[config.mk]
export PLATFORM = sky130hd
export DESIGN_NAME = multicycle_control_fsm_flat
export DESIGN_NICKNAME = d
export VERILOG_FILES = /design/src/rtl/multicycle_control_fsm_if.sv /design/src/rtl/multicycle_control_fsm.sv /design/src/flat_wrapper.sv
export SDC_FILE = /design/constraint.sdc
export NUM_CORES = 1
export LEC_CHECK = 0
export ABC_AREA = 1
export ABC_CLOCK_PERIOD_IN_PS = 3600
export CORE_MARGIN = 2
export CORE_UTILIZATION = 50
export CTS_CLUSTER_DIAMETER = 120
export CTS_CLUSTER_SIZE = 20
export DETAILED_ROUTE_END_ITERATION = 10
export HOLD_SLACK_MARGIN = 0.02
export PLACE_DENSITY = 0.91
export SETUP_SLACK_MARGIN = 0.05
export SLEW_MARGIN = 20
export SYNTH_ARGS = -nofsm -noshare
export SYNTH_HDL_FRONTEND = slang
export SYNTH_SLANG_ARGS = --single-unit
[constraint.sdc]
create_clock -name clk -period 3.6 [get_ports clk]
set_input_delay 0.72 -clock clk [delete_from_list [all_inputs] [get_ports clk]]
set_output_delay 0.72 -clock clk [all_outputs]
set_load 0.03 [all_outputs]
[src/rtl/multicycle_control_fsm_if.sv]
// rtl/multicycle_control_fsm_if.sv - opcode/memory handshake and datapath control bundle for the multi-cycle sequencer
interface multicycle_control_fsm_if;
    logic [5:0] opcode;
    logic       mem_ready;
    logic       pc_write;
    logic       pc_write_cond;
    logic       pc_src;
    logic       ir_write;
    logic       i_or_d;
    logic       mem_read;
    logic       mem_write;
    logic       mem_to_reg;
    logic       reg_dst;
    logic       reg_write;
    logic       alu_src_a;
    logic [1:0] alu_src_b;
    logic [2:0] alu_op;
    logic [3:0] state_o;
    logic       bus_error;
    logic       illegal_op;

    modport master (
        input  opcode, mem_ready,
        output pc_write, pc_write_cond, pc_src, ir_write, i_or_d, mem_read, mem_write,
               mem_to_reg, reg_dst, reg_write, alu_src_a, alu_src_b, alu_op,
               state_o, bus_error, illegal_op
    );

    modport slave (
        output opcode, mem_ready,
        input  pc_write, pc_write_cond, pc_src, ir_write, i_or_d, mem_read, mem_write,
               mem_to_reg, reg_dst, reg_write, alu_src_a, alu_src_b, alu_op,
               state_o, bus_error, illegal_op
    );
endinterface

[src/rtl/multicycle_control_fsm.sv]
// rtl/multicycle_control_fsm.sv - Moore multi-cycle instruction sequencer; ILLEGAL_OP_TRAP_EN enables the sticky unknown-opcode trap
module multicycle_control_fsm #(
    parameter int MEM_TIMEOUT = 15,
    parameter int CNT_W       = 4
) (
    input  logic                     clk,
    input  logic                     rst,
    multicycle_control_fsm_if.master bus
);
    localparam logic [5:0] OP_R    = 6'b000000;
    localparam logic [5:0] OP_LW   = 6'b000100;
    localparam logic [5:0] OP_SW   = 6'b000101;
    localparam logic [5:0] OP_BEQ  = 6'b000110;
    localparam logic [5:0] OP_ADDI = 6'b000111;
    localparam logic [5:0] OP_SLTI = 6'b000001;

`ifdef ILLEGAL_OP_TRAP_EN
    typedef enum logic [3:0] {
        IDLE = 4'd0, FETCH = 4'd1, DECODE = 4'd2, EXEC_R = 4'd3, WB_R = 4'd4,
        EXEC_I = 4'd5, WB_I = 4'd6, MEM_ADDR = 4'd7, MEM_RD = 4'd8, MEM_WR = 4'd9,
        WB_MEM = 4'd10, BRANCH = 4'd11, ERROR = 4'd12, TRAP = 4'd13
    } state_t;
`else
    typedef enum logic [3:0] {
        IDLE = 4'd0, FETCH = 4'd1, DECODE = 4'd2, EXEC_R = 4'd3, WB_R = 4'd4,
        EXEC_I = 4'd5, WB_I = 4'd6, MEM_ADDR = 4'd7, MEM_RD = 4'd8, MEM_WR = 4'd9,
        WB_MEM = 4'd10, BRANCH = 4'd11, ERROR = 4'd12
    } state_t;
`endif

    typedef struct packed {
        logic       fetchGate;
        logic       pcWriteCond;
        logic       pcSrc;
        logic       iOrD;
        logic       memRead;
        logic       memWrite;
        logic       memToReg;
        logic       regDst;
        logic       regWrite;
        logic       aluSrcA;
        logic [1:0] aluSrcB;
        logic [2:0] aluOp;
    } ctrl_t;

    state_t           state;
    state_t           nextState;
    ctrl_t            ctrl;
    logic [CNT_W-1:0] waitCnt;
    logic [CNT_W-1:0] nextCnt;
    logic             inWait;
    logic             timeoutHit;
    logic             enteringWait;
    logic             busError;

    // Control word for a state; registering it against nextState keeps outputs aligned with state.
    function automatic ctrl_t decodeState(state_t st, logic [5:0] op);
        ctrl_t c;
        c = '0;
        case (st)
            FETCH:    begin c.fetchGate = 1'b1; c.memRead = 1'b1; c.aluSrcB = 2'b01; c.aluOp = 3'b011; end
            DECODE:   begin c.aluSrcB = 2'b11; c.aluOp = 3'b011; end
            EXEC_R:   begin c.aluSrcA = 1'b1; end
            WB_R:     begin c.regDst = 1'b1; c.regWrite = 1'b1; end
            EXEC_I:   begin
                c.aluSrcA = 1'b1;
                c.aluSrcB = 2'b10;
                c.aluOp   = (op == OP_SLTI) ? 3'b010 : 3'b011;
            end
            WB_I:     begin c.regWrite = 1'b1; end
            MEM_ADDR: begin c.aluSrcA = 1'b1; c.aluSrcB = 2'b10; c.aluOp = 3'b011; end
            MEM_RD:   begin c.memRead = 1'b1; c.iOrD = 1'b1; end
            MEM_WR:   begin c.memWrite = 1'b1; c.iOrD = 1'b1; end
            WB_MEM:   begin c.memToReg = 1'b1; c.regWrite = 1'b1; end
            BRANCH:   begin c.aluSrcA = 1'b1; c.aluOp = 3'b001; c.pcWriteCond = 1'b1; c.pcSrc = 1'b1; end
            default:  ;
        endcase
        return c;
    endfunction

    always_comb begin
        inWait     = (state == FETCH) || (state == MEM_RD) || (state == MEM_WR);
        timeoutHit = inWait && !bus.mem_ready && (MEM_TIMEOUT != 0) &&
                     (waitCnt == CNT_W'(MEM_TIMEOUT));
        nextState  = IDLE;
        case (state)
            IDLE:     nextState = FETCH;
            FETCH:    nextState = bus.mem_ready ? DECODE : (timeoutHit ? ERROR : FETCH);
            DECODE: begin
                case (bus.opcode)
                    OP_R:             nextState = EXEC_R;
                    OP_LW, OP_SW:     nextState = MEM_ADDR;
                    OP_ADDI, OP_SLTI: nextState = EXEC_I;
                    OP_BEQ:           nextState = BRANCH;
`ifdef ILLEGAL_OP_TRAP_EN
                    default:          nextState = TRAP;
`else
                    default:          nextState = FETCH;
`endif
                endcase
            end
            EXEC_R:   nextState = WB_R;
            WB_R:     nextState = FETCH;
            EXEC_I:   nextState = WB_I;
            WB_I:     nextState = FETCH;
            MEM_ADDR: nextState = (bus.opcode == OP_SW) ? MEM_WR : MEM_RD;
            MEM_RD:   nextState = bus.mem_ready ? WB_MEM : (timeoutHit ? ERROR : MEM_RD);
            MEM_WR:   nextState = bus.mem_ready ? FETCH : (timeoutHit ? ERROR : MEM_WR);
            WB_MEM:   nextState = FETCH;
            BRANCH:   nextState = FETCH;
            ERROR:    nextState = ERROR;
`ifdef ILLEGAL_OP_TRAP_EN
            TRAP:     nextState = TRAP;
`endif
            default:  nextState = IDLE;
        endcase

        // Each memory wait state gets a fresh budget on entry.
        enteringWait = ((nextState == FETCH) || (nextState == MEM_RD) || (nextState == MEM_WR)) &&
                       (nextState != state);
        nextCnt = waitCnt;
        if (enteringWait) begin
            nextCnt = '0;
        end else if (inWait && !bus.mem_ready) begin
            nextCnt = waitCnt + CNT_W'(1);
        end
    end

`ifdef ILLEGAL_OP_TRAP_EN
    logic illegalOp;
`endif

    always_ff @(posedge clk or posedge rst) begin
        if (rst) begin
            state     <= IDLE;
            ctrl      <= '0;
            waitCnt   <= '0;
            busError  <= 1'b0;
`ifdef ILLEGAL_OP_TRAP_EN
            illegalOp <= 1'b0;
`endif
        end else begin
            state   <= nextState;
            ctrl    <= decodeState(nextState, bus.opcode);
            waitCnt <= nextCnt;
            if (nextState == ERROR) begin
                busError <= 1'b1;
            end
`ifdef ILLEGAL_OP_TRAP_EN
            if (nextState == TRAP) begin
                illegalOp <= 1'b1;
            end
`endif
        end
    end

    // The only Mealy terms: the fetch completes in the same cycle memory answers.
    assign bus.pc_write      = ctrl.fetchGate & bus.mem_ready;
    assign bus.ir_write      = ctrl.fetchGate & bus.mem_ready;
    assign bus.pc_write_cond = ctrl.pcWriteCond;
    assign bus.pc_src        = ctrl.pcSrc;
    assign bus.i_or_d        = ctrl.iOrD;
    assign bus.mem_read      = ctrl.memRead;
    assign bus.mem_write     = ctrl.memWrite;
    assign bus.mem_to_reg    = ctrl.memToReg;
    assign bus.reg_dst       = ctrl.regDst;
    assign bus.reg_write     = ctrl.regWrite;
    assign bus.alu_src_a     = ctrl.aluSrcA;
    assign bus.alu_src_b     = ctrl.aluSrcB;
    assign bus.alu_op        = ctrl.aluOp;
    assign bus.state_o       = state;
    assign bus.bus_error     = busError;
`ifdef ILLEGAL_OP_TRAP_EN
    assign bus.illegal_op    = illegalOp;
`else
    assign bus.illegal_op    = 1'b0;
`endif
endmodule

[src/flat_wrapper.sv]
// flat-port wrapper written by rule: the top's interface ports become plain ports
module multicycle_control_fsm_flat 
#(
    parameter int MEM_TIMEOUT = 15,
    parameter int CNT_W       = 4
)
  (clk, rst, bus_opcode, bus_mem_ready, bus_pc_write, bus_pc_write_cond, bus_pc_src, bus_ir_write, bus_i_or_d, bus_mem_read, bus_mem_write, bus_mem_to_reg, bus_reg_dst, bus_reg_write, bus_alu_src_a, bus_alu_src_b, bus_alu_op, bus_state_o, bus_bus_error, bus_illegal_op);
  multicycle_control_fsm_if bus_i ();
  input  logic clk;
  input  logic rst;
  input wire logic [$bits(bus_i.opcode)-1:0] bus_opcode;
  input wire logic [$bits(bus_i.mem_ready)-1:0] bus_mem_ready;
  output wire logic [$bits(bus_i.pc_write)-1:0] bus_pc_write;
  output wire logic [$bits(bus_i.pc_write_cond)-1:0] bus_pc_write_cond;
  output wire logic [$bits(bus_i.pc_src)-1:0] bus_pc_src;
  output wire logic [$bits(bus_i.ir_write)-1:0] bus_ir_write;
  output wire logic [$bits(bus_i.i_or_d)-1:0] bus_i_or_d;
  output wire logic [$bits(bus_i.mem_read)-1:0] bus_mem_read;
  output wire logic [$bits(bus_i.mem_write)-1:0] bus_mem_write;
  output wire logic [$bits(bus_i.mem_to_reg)-1:0] bus_mem_to_reg;
  output wire logic [$bits(bus_i.reg_dst)-1:0] bus_reg_dst;
  output wire logic [$bits(bus_i.reg_write)-1:0] bus_reg_write;
  output wire logic [$bits(bus_i.alu_src_a)-1:0] bus_alu_src_a;
  output wire logic [$bits(bus_i.alu_src_b)-1:0] bus_alu_src_b;
  output wire logic [$bits(bus_i.alu_op)-1:0] bus_alu_op;
  output wire logic [$bits(bus_i.state_o)-1:0] bus_state_o;
  output wire logic [$bits(bus_i.bus_error)-1:0] bus_bus_error;
  output wire logic [$bits(bus_i.illegal_op)-1:0] bus_illegal_op;
  assign bus_i.opcode = bus_opcode;
  assign bus_i.mem_ready = bus_mem_ready;
  assign bus_pc_write = bus_i.pc_write;
  assign bus_pc_write_cond = bus_i.pc_write_cond;
  assign bus_pc_src = bus_i.pc_src;
  assign bus_ir_write = bus_i.ir_write;
  assign bus_i_or_d = bus_i.i_or_d;
  assign bus_mem_read = bus_i.mem_read;
  assign bus_mem_write = bus_i.mem_write;
  assign bus_mem_to_reg = bus_i.mem_to_reg;
  assign bus_reg_dst = bus_i.reg_dst;
  assign bus_reg_write = bus_i.reg_write;
  assign bus_alu_src_a = bus_i.alu_src_a;
  assign bus_alu_src_b = bus_i.alu_src_b;
  assign bus_alu_op = bus_i.alu_op;
  assign bus_state_o = bus_i.state_o;
  assign bus_bus_error = bus_i.bus_error;
  assign bus_illegal_op = bus_i.illegal_op;
  multicycle_control_fsm #(.MEM_TIMEOUT(MEM_TIMEOUT), .CNT_W(CNT_W)) u_core (.clk(clk), .rst(rst), .bus(bus_i));
endmodule
======== Word-level counts from Yosys, hierarchy flattened ========
Cells that the tools add are included.
operators by class
  bitwise logic cells ..................... 1
  multiplexer cells ....................... 23
  reductions and logical operators ........ 20
  add/sub/neg operators ................... 1
  eq/ne operators ......................... 31
operators with widths
  kind                   count
  $eq A4 B4 Y1 const B   11
  $pmux W4 S9            1
  $eq A4 B3 Y1 const B   8
  $eq A6 B3 Y1 const B   4
  $mux W4                6
  $eq A4 B2 Y1 const B   4
  $pmux W4 S4            1
  $mux W1                10
  $reduce_or A2 Y1       5
  $pmux W3 S3            1
  $eq A4 B1 Y1 const B   2
  $eq A6 B1 Y1 const B   1
  $logic_not A6 Y1       1
  $mux W3                2
  $pmux W2 S3            1
  $reduce_or A3 Y1       2
  $reduce_or A5 Y1       1
  $add A4 B1 Y4 const B  1
  $logic_not A4 Y1       1
  $logic_or A1 B1 Y1     4
  $ne A4 B4 Y1           1
  $reduce_or A4 Y1       1
  $logic_and A1 B1 Y1    3
  $mux W2                1
  other kinds (3)        3
storage, ports and cells
  register bits ........................... 24
  input port bits ......................... 9
  output and inout port bits .............. 22
  word-level logic and storage cells ...... 91

======== Logic depth before layout (Yosys ltp) ========
Gate-level depths: netlist of run 1.
  depth after elaboration ................. 13
  depth in mapped cells ................... 13
  gate-level depth less buffers ........... 12

======== Worst setup path after synthesis of run 1 ========
OpenSTA, ideal clock, no wires.
  path type ............................... input port to output port
  start point ............................. in bus_mem_ready
  end point ............................... out bus_pc_write
  data required time ...................... 2.880 ns
  setup slack ............................. 1.706 ns
  arrival ................................. 1.174 ns
  buffers on the path ..................... 1
  cell stages on the path ................. 3
  cell sequence ........................... nand2_1 inv_1 buf_4
on the way
  longest elaborated chain between the ends .. 1
ends and longest elaborated chain
  what             line                source
  start, declared  flat_wrapper.sv:12  input wire logic [$bits(bus_i.mem_ready)-1:0] bus_mem_ready;
  $and A1 B1 Y1    --
  end, declared    flat_wrapper.sv:13  output wire logic [$bits(bus_i.pc_write)-1:0] bus_pc_write;
No other way between the ends.

======== Worst setup path in the final report of run 1 ========
  start point ............................. in bus_mem_ready
  end point ............................... out bus_pc_write
on the way
  longest elaborated chain between the ends .. 1
ends and longest elaborated chain
  what           line                           source
  $and A1 B1 Y1  multicycle_control_fsm.sv:158  assign bus.pc_write = ctrl.fetchGate & bus.mem_ready;
No other way between the ends.

==> results.cfg, run 1 <==
[power_and_ir_drop]
leakage_nw = 0.878
peakVddDrop_v = 0.000535
total_power_mw = 1.33
p_per_area_nw_per_um2 = 812

[status]
status = completed

[placed_design]
place_congestion = 0.906
dp_hpwl_um = 1970
port_buffers = 28
dp_slack_ns = 0.811

[timing]
fmax_mhz = 357
skew_ns = 0.00117
layout_setup_ws_ns = 0.801
slew_violations = 0
slew_headroom = 0.470
tightest_slew_ns = 0.794
setup-violations-final = 0
timing.final.crit_period_ns = 2.80
fin_crit_sh = 0.778
grt_setup_unrepaired = false
fin_setup_tns_ns = 0
timing.final.hold_violations = 0
whs_ns = 0.481

[drt]
dr.pass1.iters = 4
vias = 1115
wire_per_inst_um = 11.0
drtIter0Drc = 40
drc = 0
totalWireLength_um = 2470
routed_via_density = 4.98
drtAntennaViolNets = 0

[critical_path]
start_kind = input port
crit_path_frequent_cell = clkdlybuf4s50_1
cp_slowest_cell = clkdlybuf4s50_1
cp.arrival_ns = 2.08
worstPathCellList = clkdlybuf4s50_1 -> nand2_1 -> inv_1 -> clkdlybuf4s50_1
cpPeakStageDelay_ns = 0.66
cp.required_ns = 2.88
crit_fanout = 4
end_kind = output pin
crit_type = input port to output pin

[synthesis]
synthDistinctLibCells = 28
ys_ff_latch = 22
postSynthCellCount = 170
synth.avg_cell_area_um2 = 7.82
yosysSeqAreaShare = 0.414
synthesis.area_um2 = 1330
ys_warn_count = 0

[global_route]
grt_first_pass_wirelength_um = 4370
grt-ovfl-total = 0
grt_max_degree = 23
grt.total_usage = 0.177
grt_pass1_vias = 1046
grt_antenna_before_repair = 0

[job]
maxCapViolCount = 0

[layout]
multi_input_area_um2 = 614
num_antenna_cells = 0
finish.utilization = 0.653
final_cell_mix = nand2_1, clkdlybuf4s50_1, inv_1, nor2_1, dfrtp_1
ff_latch_area_um2 = 551
final_net_count = 205
fillers = 207
layout_commonest_cell = nand2_1
layout-drive-gt1-share = 0.149
syn2layout_area_growth_pct = 22.8

[clock_tree]
cts-htree-levels = 1
cts_tree = done
cts-buffers-inserted = 3
ctsResizeCount = 0
clockBufferDepth = 2
path_clk_slew_ns = 0.12
root_buffer = clkbuf_4
insertion_delay_ns = 0.31
cts_setup_buffers = 0
cts_num_sinks = 22
cts_hold_buf = 0

[floorplan]
dieWidth_um = 55.6
ios = 31
row_count = 18
initial_utilization = 0.532
core_um2 = 2500
fp.dieH_um = 55.6
dieArea_um2 = 3090

[worst_hold_path]
hp-class = flop to flop
==> cells in the mapped netlist <==
library cell / n / area [um2]
nand2_1: 37 / 139
dfrtp_1: 22 / 551
inv_1: 22 / 82.6
nor2_1: 22 / 82.6
nand3_1: 12 / 60.1
buf_4: 8 / 60.1
a21oi_1: 6 / 30.0
nand2_2: 6 / 37.5
nor2_2: 6 / 37.5
inv_2: 4 / 15.0
nand2_4: 3 / 33.8
nand3_2: 2 / 20.0
nand3_4: 2 / 35.0
nand4_1: 2 / 12.5
o21ai_0: 2 / 10.0
xnor2_1: 2 / 17.5
a211oi_1: 1 / 7.51
a21o_1: 1 / 7.51
and2_1: 1 / 6.26
buf_6: 1 / 11.3
conb_1: 1 / 3.75
ha_1: 1 / 12.5
mux2i_1: 1 / 10.0
nand4_2: 1 / 12.5
nor2_4: 1 / 11.3
o2111ai_1: 1 / 8.76
o22ai_1: 1 / 6.26
xor2_1: 1 / 8.76
==> layout make-up <==
class	instances	area share
flip-flops and latches	22	0.337
well taps	30	0.0230
inverters	26	0.0598
multi-input cells	114	0.376
clock inverters	1	0.0184
repair buffers	28	0.172
clock buffers	3	0.0138
==> critical path, delay by kind of cell <==
family / cells / cell delay (ns)
simple gates: 1 / 0.08
buf+inv: 3 / 1.27
==> final timing paths <==
check,slack (ns),from,endpoint,cells after the start
min in group asynchronous,0.86,rst,u_core.bus.mem_read,2
hold reg to reg,0.48,u_core.bus.bus_error,u_core.bus.bus_error,1
setup reg to reg,1.83,u_core.bus.state_o[3],u_core.waitCnt[0],12
setup / recovery,0.80,bus_mem_ready,bus_pc_write,4
hold / removal,0.48,u_core.bus.bus_error,u_core.bus.bus_error,1
max in group asynchronous,2.26,rst,u_core.bus.state_o[2],2
==> per-stage QoR <==
stage          std cells  instance area (um2)
2_1_floorplan        171                 1330
3_3_place_gp         220                 1580
3_5_place_dp         220                 1580
4_1_cts              224                 1630
5_1_grt              224                 1630
6_report             224                 1630
==> power breakdown <==
part / internal [mW] / switching, mW
Sequential: 0.323 / 0.0555
Clock: 0.113 / 0.0770
Combinational: 0.274 / 0.483
==> logic make-up (layout without fill, tap and decap cells) <==
logic type / after synthesis / after routing / share of synthesized area
other: 1 / 2 / 0.00282
AOI/OAI and AO/OA: 12 / 12 / 0.0527
adders and majority gates: 1 / 1 / 0.00941
muxes: 1 / 1 / 0.00753
and+or+nand+nor: 95 / 95 / 0.367
DFF: 22 / 22 / 0.414
xor gates and xnor gates: 3 / 3 / 0.0198
buffers and inverters: 35 / 58 / 0.127
==> metal layers <==
| metal | wire, um | GRT usage |
|---|---|---|
| met5 | 0 | 0 |
| met4 | 70 | 0.0836 |
| met3 | 126 | 0.0302 |
| met1 | 1160 | 0.236 |
| met2 | 1110 | 0.279 |
(Power assumes the default switching activity.)
==> run 2, diff against run 1 <==
--- a/config.mk
+++ b/config.mk
@@ -6,14 +6,14 @@
 export NUM_CORES = 1
 export LEC_CHECK = 0
 export ABC_AREA = 1
-export ABC_CLOCK_PERIOD_IN_PS = 3600
+export ABC_CLOCK_PERIOD_IN_PS = 2800
 export CORE_MARGIN = 2
-export CORE_UTILIZATION = 50
+export CORE_UTILIZATION = 49
 export CTS_CLUSTER_DIAMETER = 120
 export CTS_CLUSTER_SIZE = 20
 export DETAILED_ROUTE_END_ITERATION = 10
 export HOLD_SLACK_MARGIN = 0.02
-export PLACE_DENSITY = 0.91
+export PLACE_DENSITY = 0.9
 export SETUP_SLACK_MARGIN = 0.05
 export SLEW_MARGIN = 20
 export SYNTH_ARGS = -nofsm -noshare
==> constraint.sdc (replaced) <==
create_clock -name clk -period 2.8 [get_ports clk]
set_input_delay 0.56 -clock clk [delete_from_list [all_inputs] [get_ports clk]]
set_output_delay 0.56 -clock clk [all_outputs]
set_load 0.03 [all_outputs]
==> run 2 against run 1 <==
Effect of this change: via count increased by 1.9%; register-to-register slack worse by 0.83 ns; sequential cell count stayed put; largest cell class unchanged; utilization shrank 1.8 points; worst hold slack improved by 0.0031 ns; critical endpoint unchanged; sequential power grew 29%; non-clock buffer count did not move; total power up 21%; critical path depth is the same; clock skew rose by 0.0097 ns; global-route usage decreased by 0.48 points.
==> results.cfg, run 2 (same netlist as run 1, synthesis figures left out) <==
[drt]
drtIter0Drc = 33
drtAntennaViolNets = 0
vias = 1136
routed_via_density = 5.09
drc = 0
totalWireLength_um = 2580
wire_per_inst_um = 11.6
dr.pass1.iters = 4

[worst_hold_path]
hp-class = flop to flop
whs_path_depth = 1

[floorplan]
ios = 31
dieArea_um2 = 3150
row_count = 18
core_um2 = 2520
dieWidth_um = 56.1
initial_utilization = 0.527
fp.dieH_um = 56.1

[timing]
skew_ns = 0.0109
slew_violations = 0
whs_ns = 0.484
tightest_slew_ns = 0.775
fmax_mhz = 404
grt_setup_unrepaired = false
fin_crit_sh = 0.883
setup-violations-final = 0
timing.final.crit_period_ns = 2.47
fin_setup_tns_ns = 0
timing.final.hold_violations = 0
layout_setup_ws_ns = 0.327
slew_headroom = 0.483

[critical_path]
crit_fanout = 4
reg2reg_depth = 12
cpPeakStageDelay_ns = 0.66
crit_type = input port to output pin
cp_slowest_cell = clkdlybuf4s50_1
worstPathCellList = clkdlybuf4s50_1 -> nand2_1 -> inv_1 -> clkdlybuf4s50_1
end_kind = output pin
crit_path_frequent_cell = clkdlybuf4s50_1
cp.arrival_ns = 1.91
start_kind = input port
cp.required_ns = 2.24

[clock_tree]
clockBufferDepth = 2
cts_tree = done
cts-htree-levels = 1
path_clk_slew_ns = 0.10
cts_setup_buffers = 0
cts_num_sinks = 22
root_buffer = clkbuf_4
ctsResizeCount = 0
cts-buffers-inserted = 3
insertion_delay_ns = 0.30
cts_hold_buf = 0

[global_route]
grt_first_pass_wirelength_um = 4380
grt_max_degree = 23
grt.total_usage = 0.172
grt-ovfl-total = 0
grt_pass1_vias = 1026
grt_antenna_before_repair = 0

[layout]
fillers = 226
ff_latch_area_um2 = 551
num_antenna_cells = 0
multi_input_area_um2 = 614
layout-drive-gt1-share = 0.145
layout_commonest_cell = nand2_1
final_net_count = 205
finish.utilization = 0.635
syn2layout_area_growth_pct = 20.5
final_cell_mix = nand2_1, clkdlybuf4s50_1, inv_1, nor2_1, dfrtp_1

[power_and_ir_drop]
peakVddDrop_v = 0.000742
leakage_nw = 0.864
p_per_area_nw_per_um2 = 999

[placed_design]
place_congestion = 0.878
dp_hpwl_um = 2030
port_buffers = 28
dp_slack_ns = 0.323

[job]
maxCapViolCount = 0

[status]
status = completed
## run 2: cell types whose count changed in the layout (fill, tap and decap cells not counted), sizes merged
cell / delta
bufinv: -1
## run 2: path summary, 6_finish.rpt
path / start / end / slack [ns]
max in group asynchronous: rst / u_core.bus.state_o[2] / 1.61
max reg2reg: u_core.bus.state_o[3] / u_core.waitCnt[1] / 1.00
max: bus_mem_ready / bus_pc_write / 0.33
min: u_core.bus.bus_error / u_core.bus.bus_error / 0.48
min in group asynchronous: rst / u_core.bus.alu_op[1] / 0.70
min reg2reg: u_core.bus.bus_error / u_core.bus.bus_error / 0.48
## run 2: final cells by class
cell class	instances	area share
flip-flops and latches	22	0.343
clock buffers	3	0.0141
well taps	30	0.0234
repair buffers	28	0.175
multi-input cells	114	0.383
inverters	26	0.0609
## run 2: critical path: cells and delay by family
kind,cells,cell delay (ns)
buf+inv,3,1.26
simple gates,1,0.08
## run 2: power breakdown
part	internal (mW)	switching (mW)	leakage, nW	total (mW)
clock	0.0502	0.0867	0.0138	0.137
sequential	0.415	0.0715	0.285	0.487
combinational	0.352	0.625	0.565	0.977
total	0.817	0.784	0.864	1.60
## run 2: stage by stage
| stage | power, mW | area [um2] | instances |
|---|---|---|---|
| floorplan | 1.23 | 1330 | 171 |
| global placement | 1.45 | 1580 | 220 |
| detailed placement | 1.47 | 1580 | 220 |
| CTS | 1.61 | 1600 | 223 |
| global route | 1.71 | 1600 | 223 |
| finish | 1.60 | 1600 | 223 |
## run 2: routing by layer
layer  wire, um  share of wire  GRT usage  up-vias
met5          0              0          0        -
met4         31          0.012     0.0510        0
met3        210          0.081     0.0302        5
met2       1230           0.48      0.286       59
met1       1100           0.43      0.228      502
li1           -              -          -      570
==> run 3, diff against run 2 <==
--- a/config.mk
+++ b/config.mk
@@ -15,6 +15,7 @@
 export HOLD_SLACK_MARGIN = 0.02
 export PLACE_DENSITY = 0.9
 export SETUP_SLACK_MARGIN = 0.05
+export SKIP_LAST_GASP = 1
 export SLEW_MARGIN = 20
 export SYNTH_ARGS = -nofsm -noshare
 export SYNTH_HDL_FRONTEND = slang
==> results of run 3 <==
Final layout, timing and power as in run 2 (identical DEF).
